$ cat src/rtl/picorv32_wb_bridge_pkg.sv
// Shared definitions for the picorv32 -> Wishbone bridge.
// Latency: n/a (types and constants only).
// Backpressure: n/a.
//
// Holds the bridge FSM state encoding, the default error read data
// and the all-bytes select value used for reads.
package picorv32_wb_bridge_pkg;

    typedef enum logic [1:0] {
        ST_IDLE = 2'd0,
        ST_REQ  = 2'd1,
        ST_WAIT = 2'd2,
        ST_RESP = 2'd3
    } bridge_state_t;

    localparam logic [31:0] ERR_RDATA_DEFAULT = 32'hDEAD_BEEF;
    localparam logic [3:0]  SEL_ALL           = 4'hF;

    // Reads always fetch the full word; writes use the CPU byte strobes.
    function automatic logic [3:0] wb_sel_from_wstrb(input logic [3:0] wstrb);
        return (|wstrb) ? wstrb : SEL_ALL;
    endfunction

endpackage

$ cat src/rtl/picorv32_wb_bridge_timeout.sv
// Transaction watchdog: counts cycles a Wishbone transaction stays open.
// Latency: o_expire is combinational from the registered count.
// Backpressure: none; counting is gated by i_enable, saturates at the last count.
//
// Ports:
//   i_clk, i_reset   - clock, synchronous active-high reset
//   i_clear          - zero the count (asserted on the edge entering REQ)
//   i_enable         - count this cycle (transaction open: REQ or WAIT)
//   o_expire         - count has reached TIMEOUT_CYCLES-1 while enabled
module wb_bridge_timeout #(
    parameter int unsigned TIMEOUT_CYCLES = 256
) (
    input  logic i_clk,
    input  logic i_reset,
    input  logic i_clear,
    input  logic i_enable,
    output logic o_expire
);

    localparam int unsigned CW = $clog2(TIMEOUT_CYCLES);
    localparam logic [CW-1:0] LAST = CW'(TIMEOUT_CYCLES - 1);

    logic [CW-1:0] r_count;

    // Saturate at LAST so the counter can never wrap back to zero.
    always_ff @(posedge i_clk) begin
        if (i_reset || i_clear) begin
            r_count <= '0;
        end else if (i_enable && (r_count != LAST)) begin
            r_count <= r_count + CW'(1);
        end
    end

    assign o_expire = i_enable && (r_count == LAST);

endmodule

$ cat src/rtl/picorv32_wb_bridge.sv
// picorv32 native (valid/ready) to Wishbone pipelined master, one transaction at a time.
// Latency: >= 3 cycles valid-to-ready (request edge, termination edge, ready cycle).
// Backpressure: holds stb and all bus outputs stable while i_wb_stall; CPU waits on o_mem_ready.
//
// Ports:
//   i_clk, i_reset                      - clock, synchronous active-high reset
//   i_mem_*  / o_mem_ready, o_mem_rdata - picorv32 native memory interface
//   o_wb_* / i_wb_*                     - Wishbone pipelined master port
//   o_bus_fault                         - one-cycle pulse with a faulting o_mem_ready
//   o_fault_addr, o_fault_instr         - address / fetch flag of the most recent fault
//
// Build option WB_BRIDGE_TIMEOUT_EN: when defined, a transaction open for
// TIMEOUT_CYCLES cycles is aborted as a fault; otherwise the bridge waits
// indefinitely and faults come only from i_wb_err.
module picorv32_wb_bridge
    import picorv32_wb_bridge_pkg::*;
#(
    parameter int unsigned TIMEOUT_CYCLES = 256,
    parameter logic [31:0] ERR_RDATA      = ERR_RDATA_DEFAULT
) (
    input  logic        i_clk,
    input  logic        i_reset,
    input  logic        i_mem_valid,
    input  logic        i_mem_instr,
    input  logic [31:0] i_mem_addr,
    input  logic [31:0] i_mem_wdata,
    input  logic [3:0]  i_mem_wstrb,
    output logic        o_mem_ready,
    output logic [31:0] o_mem_rdata,
    output logic [31:0] o_wb_addr,
    output logic [31:0] o_wb_data,
    output logic [3:0]  o_wb_sel,
    output logic        o_wb_we,
    output logic        o_wb_cyc,
    output logic        o_wb_stb,
    input  logic        i_wb_ack,
    input  logic        i_wb_stall,
    input  logic        i_wb_err,
    input  logic [31:0] i_wb_data,
    output logic        o_bus_fault,
    output logic [31:0] o_fault_addr,
    output logic        o_fault_instr
);

    if ((TIMEOUT_CYCLES < 4) || (TIMEOUT_CYCLES > 65535)) begin : g_bad_timeout
        $error("picorv32_wb_bridge: TIMEOUT_CYCLES out of range 4..65535");
    end

    bridge_state_t r_state;
    logic          r_instr;
    logic          w_open;
    logic          w_expire;

    assign w_open = (r_state == ST_REQ) || (r_state == ST_WAIT);

`ifdef WB_BRIDGE_TIMEOUT_EN
    logic w_to_clear;

    assign w_to_clear = (r_state == ST_IDLE) && i_mem_valid;

    wb_bridge_timeout #(
        .TIMEOUT_CYCLES (TIMEOUT_CYCLES)
    ) u_timeout (
        .i_clk    (i_clk),
        .i_reset  (i_reset),
        .i_clear  (w_to_clear),
        .i_enable (w_open),
        .o_expire (w_expire)
    );
`else
    assign w_expire = 1'b0;
`endif

    always_ff @(posedge i_clk) begin
        if (i_reset) begin
            r_state       <= ST_IDLE;
            r_instr       <= 1'b0;
            o_mem_ready   <= 1'b0;
            o_mem_rdata   <= '0;
            o_wb_addr     <= '0;
            o_wb_data     <= '0;
            o_wb_sel      <= '0;
            o_wb_we       <= 1'b0;
            o_wb_cyc      <= 1'b0;
            o_wb_stb      <= 1'b0;
            o_bus_fault   <= 1'b0;
            o_fault_addr  <= '0;
            o_fault_instr <= 1'b0;
        end else begin
            // Both pulses are high only in the RESP cycle.
            o_mem_ready <= 1'b0;
            o_bus_fault <= 1'b0;

            case (r_state)
                ST_IDLE: begin
                    if (i_mem_valid) begin
                        o_wb_addr <= i_mem_addr;
                        o_wb_data <= i_mem_wdata;
                        o_wb_we   <= |i_mem_wstrb;
                        o_wb_sel  <= wb_sel_from_wstrb(i_mem_wstrb);
                        r_instr   <= i_mem_instr;
                        o_wb_cyc  <= 1'b1;
                        o_wb_stb  <= 1'b1;
                        r_state   <= ST_REQ;
                    end
                end

                ST_REQ, ST_WAIT: begin
                    // Termination priority: err, then ack, then timeout.
                    if (i_wb_err || i_wb_ack || w_expire) begin
                        o_wb_cyc    <= 1'b0;
                        o_wb_stb    <= 1'b0;
                        o_mem_ready <= 1'b1;
                        r_state     <= ST_RESP;
                        if (!i_wb_err && i_wb_ack) begin
                            o_mem_rdata <= o_wb_we ? 32'h0 : i_wb_data;
                        end else begin
                            o_mem_rdata   <= ERR_RDATA;
                            o_bus_fault   <= 1'b1;
                            o_fault_addr  <= o_wb_addr;
                            o_fault_instr <= r_instr;
                        end
                    end else if ((r_state == ST_REQ) && !i_wb_stall) begin
                        // Request accepted: one stb accept per cycle of cyc.
                        o_wb_stb <= 1'b0;
                        r_state  <= ST_WAIT;
                    end
                end

                // i_mem_valid may still be high here; it is deliberately ignored.
                ST_RESP: begin
                    r_state <= ST_IDLE;
                end

                default: begin
                    r_state <= ST_IDLE;
                end
            endcase
        end
    end

endmodule
$ cat config.mk
export PLATFORM = sky130hd
export DESIGN_NAME = picorv32_wb_bridge
export DESIGN_NICKNAME = d
export VERILOG_FILES = /design/src/rtl/picorv32_wb_bridge_pkg.sv /design/src/rtl/picorv32_wb_bridge_timeout.sv /design/src/rtl/picorv32_wb_bridge.sv
export SDC_FILE = /design/constraint.sdc
export NUM_CORES = 1
export LEC_CHECK = 0
export CAP_MARGIN = 20
export CORE_UTILIZATION = 45
export CTS_BUF_LIST = sky130_fd_sc_hd__clkbuf_8
export CTS_CLUSTER_SIZE = 14
export DETAILED_ROUTE_END_ITERATION = 8
export PLACE_DENSITY_LB_ADDON = 0.1
export SYNTH_ARGS = -nofsm -noshare
export SYNTH_HDL_FRONTEND = slang
export SYNTH_SLANG_ARGS = --single-unit
export TNS_END_PERCENT = 1
$ cat constraint.sdc
create_clock -name i_clk -period 3.3 [get_ports i_clk]
set_input_delay 0.66 -clock i_clk [delete_from_list [all_inputs] [get_ports i_clk]]
set_output_delay 0.66 -clock i_clk [all_outputs]
set_load 0.02 [all_outputs]
==> flow_summary.ini, run 1 <==
[finish]
drive_above_1_share_pct = 5.61
multiInputGateArea_sq_um = 1980
final_nets = 936
register_area_sq_um = 2820
num_antenna_cells = 0
fill_cells = 851
design_area_sq_um = 7850
area_growth_syn_to_layout_pct = 56.4

[placement]
portBuffers = 244
hpwl_um = 9740
placed_cell_area_sq_um = 7490
place.gp.congestion = 0.847

[timing]
period_share_pct = 63.7
hold_viol = 0
fin_setup_tns_ns = 0
period_minus_slack_ns = 2.10
hold_slack_ns = 0.455
slew_headroom_pct = 48.5
tightest_slew_ns = 0.772
finalSetupViolations = 0
slew_violations = 0
finClkSkew_ns = 0.00738
max_freq_mhz = 476
rsz0062_at_grt = false

[floorplan]
die_width_um = 108
die-area_sq_um = 11600
rows = 38
initial_core_util_pct = 46.3
die_h_um = 108
io_pins = 245
core_sq_um = 10800

[cts]
cts_hold_buffers = 0
post_cts_resized = 0
cts_max_level = 4
clk_pin_slew_worst_paths_ns = 0.07
clock-sinks = 141
clk_latency_ns = 0.42
cts_buffers = 17
cts_root_buf = clkbuf_8
cts_buffer_depth = 2
cts_tree = yes
cts_setup_buffers = 0

[run_status]
run_status = completed

[yosys]
synth_top_cell_by_area = dfxtp_1
synth_cell_type_count = 32
syn_area_sq_um = 5020
synth_flop_cell = dfxtp_1
synth-async-reset-ratio_pct = 0
ys_warn_count = 0
synth_top_area_share_pct = 56.2
avgSynthCellArea_sq_um = 8.40
syn-num-nets = 708
synthCells = 598
synth_edf_count = 0
ys_seq_area_share_pct = 56.2
synth_area_leaders = dfxtp_1, nand2_1, a21oi_1, nor2b_1, buf_2
ys_seq_elements = 141

[routing]
routedWlPerCell_um = 14.5
ant_nets = 0
wirelength_um = 14100
drt_first_pass_iters = 4
vias_per_cell = 4.98
wl_met3_um = 1210
drc = 0
route.met2.wl_um = 6990
routed.top_layer = met5
dr_total_vias = 4870
drt_iter0_markers = 226
wl_met1_um = 5540

[grt]
grt_overflow = 0
grt_pass1_wl_um = 22300
grt_max_degree = 73
grt_pass1_vias = 4580
antenna_found_initial = 1
grt_usage_pct = 24.8

[min_path]
hp-class = reg -> reg
hp-start = o_fault_addr[14]

[critical_path]
start_kind = register
path_cells = clkdlybuf4s50_1
slowest_delay_ns = 0.63
path_class = reg -> out
crit_required_ns = 2.64
worst_r2r_startpoint = r_state[0]
worst_ep_arrival_time_ns = 1.44
endpoint_kind = primary output
slowest_stage = clkdlybuf4s50_1
cp_max_fo = 2
path_buf_inv = 1
critical-path-top-delay-family = buffers and inverters
startpoint = o_wb_we

[pwr]
power_leakage_uw = 0.00285
powerDensity_nw_per_um2 = 714
ir_worst_vdd_mv = 0.438

[job]
drv_cap = 0
layer usage:
metal  track usage (%)  vias to the layer above
met2              41.0                      182
met3              8.84                       30
li1                  -                     2427
met4              9.49                        2
met1              29.3                     2229
met5                 0                        -
worst min-delay path, delay by kind of cell (launching register included):
family | cells | cell delay, ns
simple gates | 1 | 0.05
compound gates | 1 | 0.05
flops | 1 | 0.31
path summary, 6_finish.rpt:
path,endpoint,slack [ns],cells after the start
worst max-delay path,o_wb_we,1.20,1
worst min-delay path,o_fault_addr[14],0.45,2
worst max register to register,o_wb_data[11],1.40,6
worst min register to register,o_fault_addr[14],0.45,2
metrics by stage:
step                cells  power [uW]  worst slack (ns)  utilization (%)
floorplan             598        3460              1.74                -
global placement      947        4340             0.893             69.1
detailed placement    947        4400             0.838             69.1
CTS                   978        5650              1.16             72.4
global route          978        5930              1.11             72.4
finish                978        5600              1.20             72.4
flip-flops by register name (all words and copies together) (netlist names):
| signal | cells |
|---|---|
| o_fault_addr | 32 |
| o_mem_rdata | 32 |
| o_wb_addr | 32 |
| o_wb_data | 32 |
| o_wb_sel | 4 |
| r_state | 2 |
| o_bus_fault | 1 |
| o_fault_instr | 1 |
| o_mem_ready | 1 |
| o_wb_cyc | 1 |
| o_wb_stb | 1 |
| o_wb_we | 1 |
| r_instr | 1 |
final cells by class:
type,instances,area share [%]
sequential,141,35.9
timing repair buffer,252,31.8
multi-input combinational,410,25.2
clock buffer,19,3.33
tap,140,2.23
clock inverter,12,1.26
inverter,4,0.191
synthesized netlist by cell type (all sizes together), types with 2 or more instances:
master / count
dfxtp: 141
o22ai: 24
o221a: 5
nand2: 200
o21ai: 2
buf: 35
inv: 4
ha: 3
clkbuf: 8
a22o: 8
nor2: 28
nor3: 2
a21oi: 101
nor2b: 25
and2: 2
placed cells by master, fill, tap and decap left out, drive strengths merged:
cell / n
o22ai: 24
dfxtp: 141
clkinvlp: 3
o21a: 1
clkinv: 7
clkbuf: 19
and2: 2
a22o: 8
buf: 9
o32ai: 1
nor3: 2
o21ai: 2
o221a: 5
nand3b: 1
o41ai: 1
inv: 5
bufinv: 1
clkdlybuf4s50: 243
nor2: 28
nand2: 200
a21oi: 101
and3: 1
ha: 3
nor3b: 1
nor2b: 25
nand2b: 1
a2111oi: 1
or3b: 1
nand4: 1
where the power goes:
| group | switching (uW) | total, uW | internal [uW] |
|---|---|---|---|
| Sequential | 184 | 2210 | 2020 |
| Combinational | 1210 | 2150 | 943 |
| Clock | 625 | 1250 | 623 |
kinds of logic after synthesis:
family	synth area share, %
simple gates	22.0
buf+inv	4.43
compound gates	16.6
flops	56.2
fa+ha+maj	0.747
Power figures use the tool's default switching activity.
==> run 2, diff against run 1 <==
--- a/config.mk
+++ b/config.mk
@@ -6,7 +6,7 @@
 export NUM_CORES = 1
 export LEC_CHECK = 0
 export CAP_MARGIN = 20
-export CORE_UTILIZATION = 45
+export CORE_UTILIZATION = 38
 export CTS_BUF_LIST = sky130_fd_sc_hd__clkbuf_8
 export CTS_CLUSTER_SIZE = 14
 export DETAILED_ROUTE_END_ITERATION = 8
==> constraint.sdc (replaced) <==
create_clock -name i_clk -period 1.9 [get_ports i_clk]
set_input_delay 0.38 -clock i_clk [delete_from_list [all_inputs] [get_ports i_clk]]
set_output_delay 0.38 -clock i_clk [all_outputs]
set_load 0.02 [all_outputs]
==> flow_summary.ini, run 2 (synthesis results as in run 1) <==
[timing]
hold_slack_ns = 0.219
fin_setup_tns_ns = 0
rsz0062_at_grt = false
period_minus_slack_ns = 1.83
max_freq_mhz = 547
tightest_slew_ns = 0.596
slew_headroom_pct = 60.3
finClkSkew_ns = 0.0101
period_share_pct = 96.3
slew_violations = 0
hold_viol = 0
finalSetupViolations = 0
setup_ws_ns = 0.0708

[floorplan]
die-area_sq_um = 13700
initial_core_util_pct = 39.3
rows = 41
die_h_um = 117
core_sq_um = 12800
die_width_um = 117
io_pins = 245

[pwr]
p_sw_share_pct = 34.2
cell_internal_pwr_uw = 6850
pwr-share-seq_pct = 36.8
ir_worst_vdd_mv = 0.749
powerDensity_nw_per_um2 = 1280
power_frac_clock_pct = 25.2
power_frac_comb_pct = 38.0
p_total_uw = 10400
switchingPower_uw = 3560
power_leakage_uw = 0.00298

[finish]
layout_common_cells = clkdlybuf4s50_1, nand2_1, dfxtp_1
multiInputGateArea_sq_um = 1980
drive_above_1_share_pct = 6.62
fill_cells = 1093
area_growth_syn_to_layout_pct = 61.4
register_area_sq_um = 2820
final_nets = 943
final_common_cell = clkdlybuf4s50_1
instances_no_fill = 1018
num_antenna_cells = 0

[critical_path]
worst_ep_arrival_time_ns = 1.45
r2r_end = r_state[0]
endpoint = o_wb_addr[21]
endpoint_kind = primary output
startpoint = o_wb_addr[21]
crit_required_ns = 1.52
start_kind = register
path_buf_inv = 1
worst_r2r_startpoint = r_state[0]
rrSetupSlack_ns = 0.16
slowest_delay_ns = 0.66
cp.depth = 1
critical-path-top-delay-family = buffers and inverters
r2r_cells = 5
path_cells = clkdlybuf4s50_1
path_class = reg -> out
cp_max_fo = 3
slowest_stage = clkdlybuf4s50_1

[cts]
cts_tree = yes
cts_max_level = 4
cts_setup_buffers = 0
clk_latency_ns = 0.44
clk_pin_slew_worst_paths_ns = 0.07
cts_buffers = 17
clock-sinks = 141
cts_buffer_depth = 2
cts_root_buf = clkbuf_8
cts_hold_buffers = 0

[placement]
dp_cells = 986
place.gp.congestion = 0.771
hpwl_um = 10200
portBuffers = 244
dp_slack_ns = 0.121

[routing]
dr_total_vias = 4925
drt_iter0_markers = 263
routedWlPerCell_um = 14.1
wirelength_um = 14400
drt_first_pass_iters = 4
ant_nets = 0
drc = 0
vias_per_cell = 4.84

[grt]
antenna_found_initial = 0
grt_overflow = 0
grt_max_degree = 58
grt_usage_pct = 21.3
grt_pass1_vias = 4629
grt_pass1_wl_um = 22400

[job]
drv_cap = 0

[run_status]
run_status = completed

[min_path]
hp-class = in -> reg
[run 2: how the worst min path moves through the flow]
stage,startpoint,endpoint,slack [ns],depth (start not counted)
2_1_floorplan,r_instr,o_fault_instr,0.43,2
5_1_grt,i_reset,o_wb_we,0.21,2
3_5_place_dp,o_wb_data[29],o_wb_data[29],0.45,2
3_3_place_gp,r_instr,o_fault_instr,0.44,2
6_report,i_reset,o_wb_we,0.22,2
4_1_cts,i_reset,o_wb_we,0.18,2
[run 2: area by class of cell]
class / count / share of cell area [%]
Multi-Input combinational cell: 410 / 24.5
Tap cell: 172 / 2.65
Timing Repair Buffer: 259 / 32.4
Inverter: 4 / 0.185
Sequential cell: 141 / 34.8
Clock buffer: 20 / 3.40
Clock inverter: 12 / 2.05
[run 2: timing repair]
item	in CTS	in global routing
hold endpoints to repair	0	0
resized for setup	0	2
setup endpoints to repair	0	2
[run 2: power by group through the flow]
stage          Clock [uW]  Sequential (uW)  Combinational [uW]
2_1_floorplan           0             4520                1490
3_3_place_gp            0             3870                3900
3_5_place_dp            0             3900                3960
4_1_cts              2700             3830                3980
5_1_grt              2810             3900                4270
6_report             2630             3830                3950
[run 2: stage by stage]
stage	instance area, sq um	utilization (%)
5_1_grt	8110	63.5
3_3_place_gp	7660	60.0
4_1_cts	8100	63.4
3_5_place_dp	7660	60.0
6_report	8110	63.5
2_1_floorplan	5020	-
[run 2: per-layer routing]
layer	up-vias	track usage, %	share of wire, %
met5	-	0	0
met4	0	11.1	3.3
met3	33	6.69	7.0
met2	167	36.6	49
met1	2285	23.6	41
li1	2440	-	-
==> run 3, diff against run 2 <==
--- a/config.mk
+++ b/config.mk
@@ -8,9 +8,10 @@
 export CAP_MARGIN = 20
 export CORE_UTILIZATION = 38
 export CTS_BUF_LIST = sky130_fd_sc_hd__clkbuf_8
-export CTS_CLUSTER_SIZE = 14
+export CTS_CLUSTER_SIZE = 30
 export DETAILED_ROUTE_END_ITERATION = 8
 export PLACE_DENSITY_LB_ADDON = 0.1
+export REMOVE_ABC_BUFFERS = 1
 export SYNTH_ARGS = -nofsm -noshare
 export SYNTH_HDL_FRONTEND = slang
 export SYNTH_SLANG_ARGS = --single-unit
==> flow_summary.ini, run 3 (synthesis results as in run 1) <==
[run_status]
run_status = completed

[critical_path]
critical-path-top-delay-family = buffers and inverters
worst_ep_arrival_time_ns = 1.45
start_kind = register
crit_required_ns = 1.52
path_cells = clkdlybuf4s50_1
cp_max_fo = 3
slowest_stage = clkdlybuf4s50_1
slowest_delay_ns = 0.67
path_buf_inv = 1
r2r_end = r_state[0]
r2r_cells = 5
path_class = reg -> out
rrSetupSlack_ns = 0.20
endpoint_kind = primary output
worst_r2r_startpoint = r_state[0]

[cts]
clock-sinks = 141
post_cts_resized = 0
cts_max_level = 4
clk_pin_slew_worst_paths_ns = 0.07
cts_hold_buffers = 0
clk_latency_ns = 0.43
cts_buffer_depth = 2
cts_buffers = 17
cts_setup_buffers = 0
cts_root_buf = clkbuf_8
cts_tree = yes

[timing]
finalSetupViolations = 0
tightest_slew_ns = 0.483
slew_headroom_pct = 67.5
rsz0062_at_grt = false
hold_viol = 0
slew_violations = 0
finClkSkew_ns = 0.00746
period_share_pct = 96.5
max_freq_mhz = 546
period_minus_slack_ns = 1.83

[grt]
grt_overflow = 0
top_usage_layer = met2
grt_pass1_wl_um = 22200
grt_max_degree = 81
grt_use_met1_pct = 25.0
grtUsageMet2_pct = 35.7
antenna_found_initial = 0
gr-usage-met3_pct = 8.24
grt_pass1_vias = 4506
grt_usage_pct = 21.4

[routing]
drt_iter0_markers = 343
wirelength_um = 14800
ant_nets = 0
drt_first_pass_iters = 4
routedWlPerCell_um = 14.6
dr_total_vias = 4823
drc = 0
vias_per_cell = 4.74

[finish]
final_util_pct = 62.8
area_growth_syn_to_layout_pct = 59.6
final_common_cell = clkdlybuf4s50_1
fill_cells = 1048
drive_above_1_share_pct = 6.04
instances_no_fill = 1017
final_nets = 943
num_antenna_cells = 0
layout_common_cells = clkdlybuf4s50_1, nand2_1, dfxtp_1

[pwr]
ir_worst_vdd_mv = 0.743
powerDensity_nw_per_um2 = 1240
power_leakage_uw = 0.00293

[placement]
hpwl_um = 10300
portBuffers = 244
place.gp.congestion = 0.753
dp_cells = 986

[floorplan]
io_pins = 245
die-area_sq_um = 13700
die_width_um = 117
rows = 41
initial_core_util_pct = 39.3
die_h_um = 117
core_sq_um = 12800

[min_path]
min_to = o_mem_rdata[28]
hp-class = in -> reg
hp-start = i_reset
min_path_cells = 2

[job]
drv_cap = 0
run 3: per-stage QoR:
stage               total power, uW  TNS (ns)  instance area (sq um)  hold WS, ns  setup WS, ns
global route                  10500         0                   8020        0.242       0.00267
finish                         9970         0                   8020        0.278        0.0670
floorplan                      5820    -18.16                   4810        0.426        -0.650
detailed placement             7910         0                   7670        0.447         0.104
global placement               7830         0                   7670        0.438         0.150
CTS                           10000         0                   8020        0.242        0.0394
run 3: cell type report:
| class | count | area, sq um | area share (%) |
|---|---|---|---|
| well taps | 172 | 215 | 2.68 |
| clock inverters | 12 | 82.6 | 1.03 |
| inverters | 4 | 15.0 | 0.187 |
| clock buffers | 19 | 262 | 3.26 |
| multi-input cells | 410 | 1980 | 24.7 |
| repair buffers | 259 | 2640 | 32.9 |
| flip-flops and latches | 141 | 2820 | 35.2 |
run 3: report_power, final:
group | switching (uW) | internal (uW)
sequential | 340 | 3510
clock | 1060 | 1060
combinational | 2160 | 1830
run 3: worst max-delay path by stage:
stage	startpoint	to	slack, ns	cells after the start
floorplan	r_state[0]	o_wb_sel[0]	-0.65	5
global placement	i_wb_ack	o_mem_rdata[8]	0.15	5
detailed placement	i_wb_ack	o_mem_rdata[22]	0.10	5
CTS	o_wb_addr[6]	o_wb_addr[6]	0.04	1
global route	o_wb_addr[5]	o_wb_addr[5]	0.003	1
finish	o_wb_cyc	o_wb_cyc	0.07	1
run 3: per-layer routing:
metal / share of wire [%] / wire (um)
met5: 0 / 0
met1: 43 / 6340
met3: 8.1 / 1200
met2: 47 / 7020
met4: 1.7 / 257
